**src/rtl/alu_seq_exec.sv**
```systemverilog
// alu_seq_exec: EX-stage ALU with single-cycle add/sub/logic ops and an iterative 1-bit-per-cycle shifter
module alu_seq_exec #(
   parameter int WIDTH = 16,
   parameter int SHW   = 4
) (
   input  logic             clk,
   input  logic             rst,
   input  logic             start,
   input  logic [3:0]       aluControl,
   input  logic [WIDTH-1:0] opA,
   input  logic [WIDTH-1:0] opB,
   output logic             busy,
   output logic             done,
   output logic [WIDTH-1:0] result,
   output logic             zero,
   output logic             overflow
);
   typedef enum logic [1:0] {IDLE, SHIFT, DONE} state_t;

   localparam int M = WIDTH - 1;

   state_t           state_q, state_d;
   logic [3:0]       ctrl_q, ctrl_d;
   logic [WIDTH-1:0] work_q, work_d;
   logic [SHW-1:0]   cnt_q, cnt_d;
   logic [WIDTH-1:0] result_q, result_d;
   logic             zero_q, zero_d;
   logic             ovf_q, ovf_d;

   logic [WIDTH-1:0] sum, diff, alu_res, step;
   logic             add_ovf, sub_ovf, alu_ovf, is_shift;

   // single-cycle datapath on the live operands; subtract overflow uses the sign of B before negation
   always_comb begin
      sum      = opA + opB;
      diff     = opA - opB;
      add_ovf  = (opA[M] == opB[M]) && (sum[M] != opA[M]);
      sub_ovf  = (opA[M] != opB[M]) && (diff[M] != opA[M]);
      is_shift = (aluControl == 4'd6) || (aluControl == 4'd7) || (aluControl == 4'd8);
      alu_res  = (aluControl <= 4'd1) ? sum :
                 (aluControl == 4'd2) ? diff :
                 (aluControl == 4'd3) ? (opA & opB) :
                 (aluControl == 4'd4) ? (opA | opB) :
                 (aluControl == 4'd5) ? (opA ^ opB) : opA;
      alu_ovf  = (aluControl <= 4'd1) ? add_ovf :
                 (aluControl == 4'd2) ? sub_ovf : 1'b0;
   end

   // one-bit shift of the working register in the direction of the captured opcode
   always_comb begin
      step = (ctrl_q == 4'd7) ? {work_q[M-1:0], 1'b0} :
             (ctrl_q == 4'd8) ? {work_q[M], work_q[M:1]} :
                                {1'b0, work_q[M:1]};
   end

   // next-state logic; result and flags change only on entry to DONE
   always_comb begin
      state_d  = state_q;
      ctrl_d   = ctrl_q;
      work_d   = work_q;
      cnt_d    = cnt_q;
      result_d = result_q;
      zero_d   = zero_q;
      ovf_d    = ovf_q;
      case (state_q)
         IDLE: begin
            if (start && is_shift) begin
               ctrl_d = aluControl;
               work_d = opA;
               cnt_d  = opB[SHW-1:0];
               if (opB[SHW-1:0] == '0) begin
                  result_d = opA;
                  zero_d   = ~|opA;
                  ovf_d    = 1'b0;
                  state_d  = DONE;
               end else begin
                  state_d = SHIFT;
               end
            end else if (start) begin
               result_d = alu_res;
               zero_d   = ~|alu_res;
               ovf_d    = alu_ovf;
               state_d  = DONE;
            end
         end
         SHIFT: begin
            work_d = step;
            cnt_d  = cnt_q - SHW'(1);
            if (cnt_q == SHW'(1)) begin
               result_d = step;
               zero_d   = ~|step;
               ovf_d    = 1'b0;
               state_d  = DONE;
            end
         end
         DONE:    state_d = IDLE;
         default: state_d = IDLE;
      endcase
   end

   // state and datapath registers; reset discards any operation in flight
   always_ff @(posedge clk) begin
      if (rst) begin
         state_q  <= IDLE;
         ctrl_q   <= '0;
         work_q   <= '0;
         cnt_q    <= '0;
         result_q <= '0;
         zero_q   <= 1'b0;
         ovf_q    <= 1'b0;
      end else begin
         state_q  <= state_d;
         ctrl_q   <= ctrl_d;
         work_q   <= work_d;
         cnt_q    <= cnt_d;
         result_q <= result_d;
         zero_q   <= zero_d;
         ovf_q    <= ovf_d;
      end
   end

   assign busy     = (state_q == SHIFT);
   assign done     = (state_q == DONE);
   assign result   = result_q;
   assign zero     = zero_q;
   assign overflow = ovf_q;
endmodule
```
**config.mk**
```make
export PLATFORM = sky130hd
export DESIGN_NAME = alu_seq_exec
export DESIGN_NICKNAME = d
export VERILOG_FILES = /design/src/rtl/alu_seq_exec.sv
export SDC_FILE = /design/constraint.sdc
export NUM_CORES = 1
export LEC_CHECK = 0
export ABC_AREA = 0
export CAP_MARGIN = 30
export CELL_PAD_IN_SITES_DETAIL_PLACEMENT = 0
export CELL_PAD_IN_SITES_GLOBAL_PLACEMENT = 1
export CORE_MARGIN = 1
export CORE_UTILIZATION = 45
export CTS_CLUSTER_SIZE = 16
export DETAILED_ROUTE_END_ITERATION = 10
export MAX_ROUTING_LAYER = met4
export PLACE_DENSITY = 0.95
export SETUP_SLACK_MARGIN = 0.1
export SLEW_MARGIN = 5
export SYNTH_ARGS = -nofsm -noshare
export SYNTH_HDL_FRONTEND = slang
export SYNTH_SLANG_ARGS = --single-unit
```
**constraint.sdc**
```tcl
create_clock -name clk -period 5.01 [get_ports clk]
set_input_delay 1.002 -clock clk [delete_from_list [all_inputs] [get_ports clk]]
set_output_delay 1.002 -clock clk [all_outputs]
set_load 0.005 [all_outputs]
```
==> results.sh, run 1 <==
export IMPL_reg2regPathDepth=8
export IMPL_drtIter0Drc=540
export IMPL_final_cell_mix="nor2_1 (77), nand2_1 (72), a21oi_1 (68)"
export IMPL_critPathMaxFanout=7
export IMPL_coreArea_um2=10300
export IMPL_grt_pass1_wl_um=26800
export IMPL_p_leak_nw=2.27
export IMPL_stdcell_area_um2=5620
export IMPL_synth_edf_count=0
export IMPL_dr_pass1_iters=7
export IMPL_min_to="result[13]$_SDFFE_PP0P_"
export IMPL_vdd_drop_max_uv=137
export IMPL_dieArea_um2=11100
export IMPL_grt_max_degree=42
export IMPL_overflow=0
export IMPL_worstMarginPinSlew_ps=929
export IMPL_start_kind="primary input"
export IMPL_nFillCells=1025
export IMPL_async_reset_ff_share_pct=0
export IMPL_clkTransAtPathRegs_ps=80
export IMPL_grt_use_total_pct=31.2
export IMPL_max_cap_violations=0
export IMPL_ios=59
export IMPL_die_y_um=105
export IMPL_seq_area_um2=881
export IMPL_cts_root_buf="clkbuf_8"
export IMPL_seq_area_frac_synth_pct=18.3
export IMPL_numClockSinks=44
export IMPL_synth_area_leaders="dfxtp_1 (18%), ha_1 (14%), a21oi_1 (7.1%), nor2_1 (6.0%), nand2_1 (5.6%)"
export IMPL_routed_wl_um=16600
export IMPL_via_per_inst=6.34
export IMPL_gp_congestion=1.05
export IMPL_grt_pass1_vias=5045
export IMPL_rr_endpoint="zero$_SDFFE_PP0P_"
export IMPL_critPathArrivalTime_ps=4650
export IMPL_critPathKind="in2reg"
export IMPL_clk_path_buf_depth=2
export IMPL_max_freq_ghz=0.226
export IMPL_hold_buffers=0
export IMPL_via_count=5431
export IMPL_synth_fp_nets=772
export IMPL_period_minus_slack_ps=4430
export IMPL_synth_ff_type="dfxtp_1"
export IMPL_hp_class="reg2reg"
export IMPL_rsz0062_at_grt="false"
export IMPL_r2r_setup_slack_ps=2340
export IMPL_post_cts_resized=0
export IMPL_final_common_cell="nor2_1"
export IMPL_yosysTopAreaCellShare_pct=18.3
export IMPL_route_detailed_drc=0
export IMPL_insertion_delay_ps=290
export IMPL_multiInputGateArea_um2=3550
export IMPL_crit_path_end_kind="register"
export IMPL_antenna_left=0
export IMPL_fin_skew_ps=4.79
export IMPL_worstPathRequired_ps=5240
export IMPL_drive_gt1_share_pct=6.80
export IMPL_synth_top_cell_by_area="dfxtp_1"
export IMPL_critPathSlowestCell="clkdlybuf4s50_1"
export IMPL_maxSlewViolCount=0
export IMPL_synth_area_um2=4810
export IMPL_syn_to_final_growth_pct=16.8
export IMPL_power_density_nw_per_um2=193
export IMPL_ys_types=71
export IMPL_antenna_found_initial=0
export IMPL_tns_ps=0
export IMPL_initial_core_util_pct=46.6
export IMPL_rows=37
export IMPL_htree_levels=2
export IMPL_place_detailed_hpwl_um=12500
export IMPL_syn_area_per_cell_um2=7.08
export IMPL_finalCritPeriodShare_pct=88.4
export IMPL_cts_buffers=5
export IMPL_portBuffers=58
export IMPL_outcome="finished clean"
export IMPL_finish_net_count=814
export IMPL_die_w_um=105
export IMPL_synthCells=679
export IMPL_min_delay_start="result[13]$_SDFFE_PP0P_"
export IMPL_cpPeakStageDelay_ps=650
export IMPL_wire_per_inst_um=19.4
export IMPL_relSlewSlack_pct=37.7
export IMPL_synth_seq_cells=44
export IMPL_rr_startpoint="state_q[1]$_SDFFE_PP0P_"
export IMPL_placed_area_um2=5540
export IMPL_post_cts_buffers=0
export IMPL_hold_viol=0
export IMPL_cp_cell_sequence="clkdlybuf4s50_1, inv_1, ha_1, or2_1, a2111oi_2, o21ai_2, a221o_1, a222oi_1, nand2b_1, nor4b_2, nand4_1, o21ai_1"
export IMPL_yosysWarningCount=0
export IMPL_antenna_cells=0
export IMPL_cts_tree="yes"
export IMPL_setup_viol=0
export IMPL_hold_path_depth=2
-- synth_stat cells, drive strengths merged (3+ instances only) --
| cell type | n |
|---|---|
| or2 | 5 |
| mux2i | 5 |
| a221oi | 18 |
| nand2b | 9 |
| o211ai | 9 |
| o22ai | 8 |
| a31oi | 11 |
| nand2 | 72 |
| o21bai | 6 |
| clkbuf | 35 |
| or4 | 3 |
| nor2 | 78 |
| inv | 58 |
| a22o | 3 |
| o311ai | 3 |
| nand4 | 5 |
| a21oi | 68 |
| nand3 | 11 |
| or3 | 5 |
| o221ai | 8 |
| a221o | 3 |
| dfxtp | 44 |
| o211a | 4 |
| a211oi | 16 |
| ha | 52 |
| a22oi | 5 |
| o21ai | 43 |
| o31ai | 4 |
| nor4 | 8 |
| nor3 | 15 |
| a311oi | 4 |
| nor2b | 6 |
| a222oi | 3 |
| buf | 7 |
| a2111oi | 3 |
| a21o | 7 |
| o21a | 5 |
| xnor2 | 5 |
-- cell type report --
class	count	area share, %
well taps	136	3.03
flip-flops and latches	44	15.7
repair buffers	77	12.9
inverters	58	3.88
clock inverters	1	0.0891
clock buffers	6	1.29
multi-input cells	535	63.1
-- power by group --
group          switching (W)  total [W]  internal (W)
registers          0.0000192   0.000391      0.000372
logic               0.000282   0.000482      0.000200
clock network       0.000116   0.000211     0.0000950
total               0.000418    0.00108      0.000667
-- routing by layer --
metal  track usage (%)  wire length (um)  part of all wire (%)  up-vias
li1                  -                 -                     -     2550
met1              41.8              7320                    44     2537
met2              46.6              7230                    43      290
met3              4.08              1360                   8.2       54
met4              13.8               724                   4.4        0
met5                 -                 0                     0        -
-- worst max-delay path: cells and delay by family --
kind	cells	cell delay, ps
adder cells (fa/ha/maj)	1	360
buffers and inverters	2	790
AND/OR/NAND/NOR	4	900
AO/OA/AOI/OAI	5	1590
-- through the flow --
step / total power, W / hold slack [ps] / worst slack, ps / instances / util, %
floorplan: 0.000694 / 448 / 1550 / 679 / -
detailed placement: 0.000868 / 449 / 363 / 850 / 53.6
finish: 0.00108 / 455 / 583 / 857 / 54.4
global route: 0.00115 / 476 / 508 / 857 / 54.4
CTS: 0.00108 / 460 / 654 / 857 / 54.4
global placement: 0.000863 / 440 / 476 / 850 / 53.6
-- state kept, by name, summed over array words and instances, names as in the netlist --
signal / flops
result: 16
work_q: 16
cnt_q: 4
ctrl_q: 4
state_q: 2
overflow: 1
zero: 1
-- worst max path at each step --
stage / from / end / slack, ps
3_3_place_gp: opA[1] / zero$_SDFFE_PP0P_ / 480
2_1_floorplan: opB[1] / result[15]$_SDFFE_PP0P_ / 1550
6_report: opA[1] / zero$_SDFFE_PP0P_ / 580
4_1_cts: opA[1] / zero$_SDFFE_PP0P_ / 650
3_5_place_dp: opA[1] / zero$_SDFFE_PP0P_ / 360
5_1_grt: opA[4] / zero$_SDFFE_PP0P_ / 510
-- kinds of logic after synthesis --
family                   after synthesis  synth area share (%)
AND/OR/NAND/NOR                      228                  22.1
buffers and inverters                100                  8.12
AO/OA/AOI/OAI                        240                  34.5
XOR/XNOR                               7                  1.28
multiplexers                           6                  1.28
flip-flops                            44                  18.3
adder cells (fa/ha/maj)               54                  14.4
No activity file was read; power rests on OpenSTA's default activity.
==> run 2, diff against run 1 <==
RECOVER_POWER = 50   (was unset)
==> results.sh, run 2 (same netlist as run 1, synthesis figures left out) <==
export IMPL_r2r_setup_slack_ps=2380
export IMPL_rsz0062_at_grt="false"
export IMPL_period_minus_slack_ps=4440
export IMPL_rows=37
export IMPL_final_common_cell="nor2_1"
export IMPL_cts_tree="yes"
export IMPL_nFillCells=1028
export IMPL_initial_core_util_pct=46.6
export IMPL_outcome="finished clean"
export IMPL_placed_area_um2=5540
export IMPL_numClockSinks=44
export IMPL_via_per_inst=6.33
export IMPL_worstPathRequired_ps=5240
export IMPL_critPathKind="in2reg"
export IMPL_cp_startpoint="opA[4]"
export IMPL_vdd_drop_max_uv=135
export IMPL_finalCritPeriodShare_pct=88.7
export IMPL_cts_buffers=5
export IMPL_overflow=0
export IMPL_grt_pass1_vias=5045
export IMPL_hold_buffers=0
export IMPL_wire_per_inst_um=19.4
export IMPL_critPathArrivalTime_ps=4670
export IMPL_max_freq_ghz=0.225
export IMPL_critPathMaxFanout=8
export IMPL_drive_gt1_share_pct=6.38
export IMPL_setup_viol=0
export IMPL_fin_skew_ps=6.17
export IMPL_coreArea_um2=10300
export IMPL_drtIter0Drc=564
export IMPL_start_kind="primary input"
export IMPL_cts_root_buf="clkbuf_8"
export IMPL_ios=59
export IMPL_dieArea_um2=11100
export IMPL_portBuffers=58
export IMPL_grt_pass1_wl_um=26800
export IMPL_routed_wl_um=16600
export IMPL_worstMarginPinSlew_ps=912
export IMPL_hold_viol=0
export IMPL_rr_startpoint="state_q[1]$_SDFFE_PP0P_"
export IMPL_crit_path_end_kind="register"
export IMPL_whs_ps=452
export IMPL_tns_ps=0
export IMPL_reg2regPathDepth=8
export IMPL_clk_path_buf_depth=2
export IMPL_die_w_um=105
export IMPL_gp_congestion=1.05
export IMPL_hp_class="reg2reg"
export IMPL_place_detailed_hpwl_um=12500
export IMPL_relSlewSlack_pct=38.9
export IMPL_crit_end="zero$_SDFFE_PP0P_"
export IMPL_via_count=5425
export IMPL_maxSlewViolCount=0
export IMPL_grt_use_total_pct=31.2
export IMPL_htree_levels=2
export IMPL_p_leak_nw=2.32
export IMPL_stdcell_area_um2=5600
export IMPL_route_detailed_drc=0
export IMPL_rr_endpoint="zero$_SDFFE_PP0P_"
export IMPL_die_y_um=105
export IMPL_dr_pass1_iters=5
export IMPL_post_cts_resized=0
export IMPL_finish_net_count=814
export IMPL_power_density_nw_per_um2=192
export IMPL_insertion_delay_ps=290
export IMPL_grt_max_degree=42
export IMPL_antenna_left=0
export IMPL_antenna_cells=0
export IMPL_antenna_found_initial=0
export IMPL_syn_to_final_growth_pct=16.6
export IMPL_post_cts_buffers=0
export IMPL_clkTransAtPathRegs_ps=80
export IMPL_max_cap_violations=0
export IMPL_final_cell_mix="nor2_1 (77), nand2_1 (72), a21oi_1 (68)"
-- run 2: cell types whose count changed in the layout (fill, tap and decap cells not counted), sizes merged --
| cell | previous run | this run |
|---|---|---|
| dlygate4sd3 | 0 | 21 |
| clkbuf | 6 | 8 |
| buf | 19 | 17 |
| clkdlybuf4s50 | 58 | 37 |
-- run 2: layout make-up --
type | count | area (um^2) | area share (%)
flip-flops and latches | 44 | 881 | 15.7
multi-input cells | 535 | 3540 | 63.2
clock inverters | 1 | 5.00 | 0.0893
well taps | 136 | 170 | 3.04
clock buffers | 6 | 72.6 | 1.30
inverters | 58 | 218 | 3.89
repair buffers | 77 | 716 | 12.8
-- run 2: worst max-delay path: stages --
cell and delay, ps:
clkdlybuf4s50_1 660, inv_1 80, ha_1 410, a21o_1 220, or3_4 340, a31oi_1 200, a21oi_1 90, a221o_1 300
a222oi_1 650, nand2b_1 170, nor4b_2 300, nand4_1 130, o21ai_1 140
-- run 2: worst min-delay path by stage --
stage | startpoint | end | slack, ps | cells after the start
after floorplan | result[7]$_SDFFE_PP0P_ | result[7]$_SDFFE_PP0P_ | 450 | 2
after CTS | result[13]$_SDFFE_PP0P_ | result[13]$_SDFFE_PP0P_ | 460 | 2
after global placement | result[13]$_SDFFE_PP0P_ | result[13]$_SDFFE_PP0P_ | 440 | 2
after detailed placement | result[13]$_SDFFE_PP0P_ | result[13]$_SDFFE_PP0P_ | 450 | 2
final | result[13]$_SDFFE_PP0P_ | result[13]$_SDFFE_PP0P_ | 450 | 2
after global routing | result[13]$_SDFFE_PP0P_ | result[13]$_SDFFE_PP0P_ | 470 | 2
-- run 2: power by group --
| group | leakage (nW) | internal, W | switching, W | total (W) |
|---|---|---|---|---|
| Sequential | 0.359 | 0.000372 | 0.0000182 | 0.000390 |
| Combinational | 1.92 | 0.000194 | 0.000282 | 0.000476 |
| Clock | 0.0410 | 0.0000950 | 0.000117 | 0.000212 |
-- run 2: per-layer routing --
layer	track usage [%]	wire length, um	up-vias	part of all wire, %
met3	4.08	1300	50	7.8
met4	13.8	714	0	4.3
met2	46.6	7260	291	44
met5	-	0	-	0
met1	41.8	7360	2542	44
li1	-	-	2542	-
-- run 2: per-stage QoR --
step	total power, W	utilization, %	setup slack, ps	instances
2_1_floorplan	0.000694	-	1550	679
3_3_place_gp	0.000863	53.6	476	850
3_5_place_dp	0.000868	53.6	363	850
4_1_cts	0.00108	54.4	654	857
5_1_grt	0.00114	54.3	508	857
6_report	0.00108	54.3	567	857
==> run 3, diff against run 2 <==
SKIP_CTS_REPAIR_TIMING = 1   (was unset)
==> results of run 3 <==
No change in the layout: final DEF, timing and power equal those of run 2.
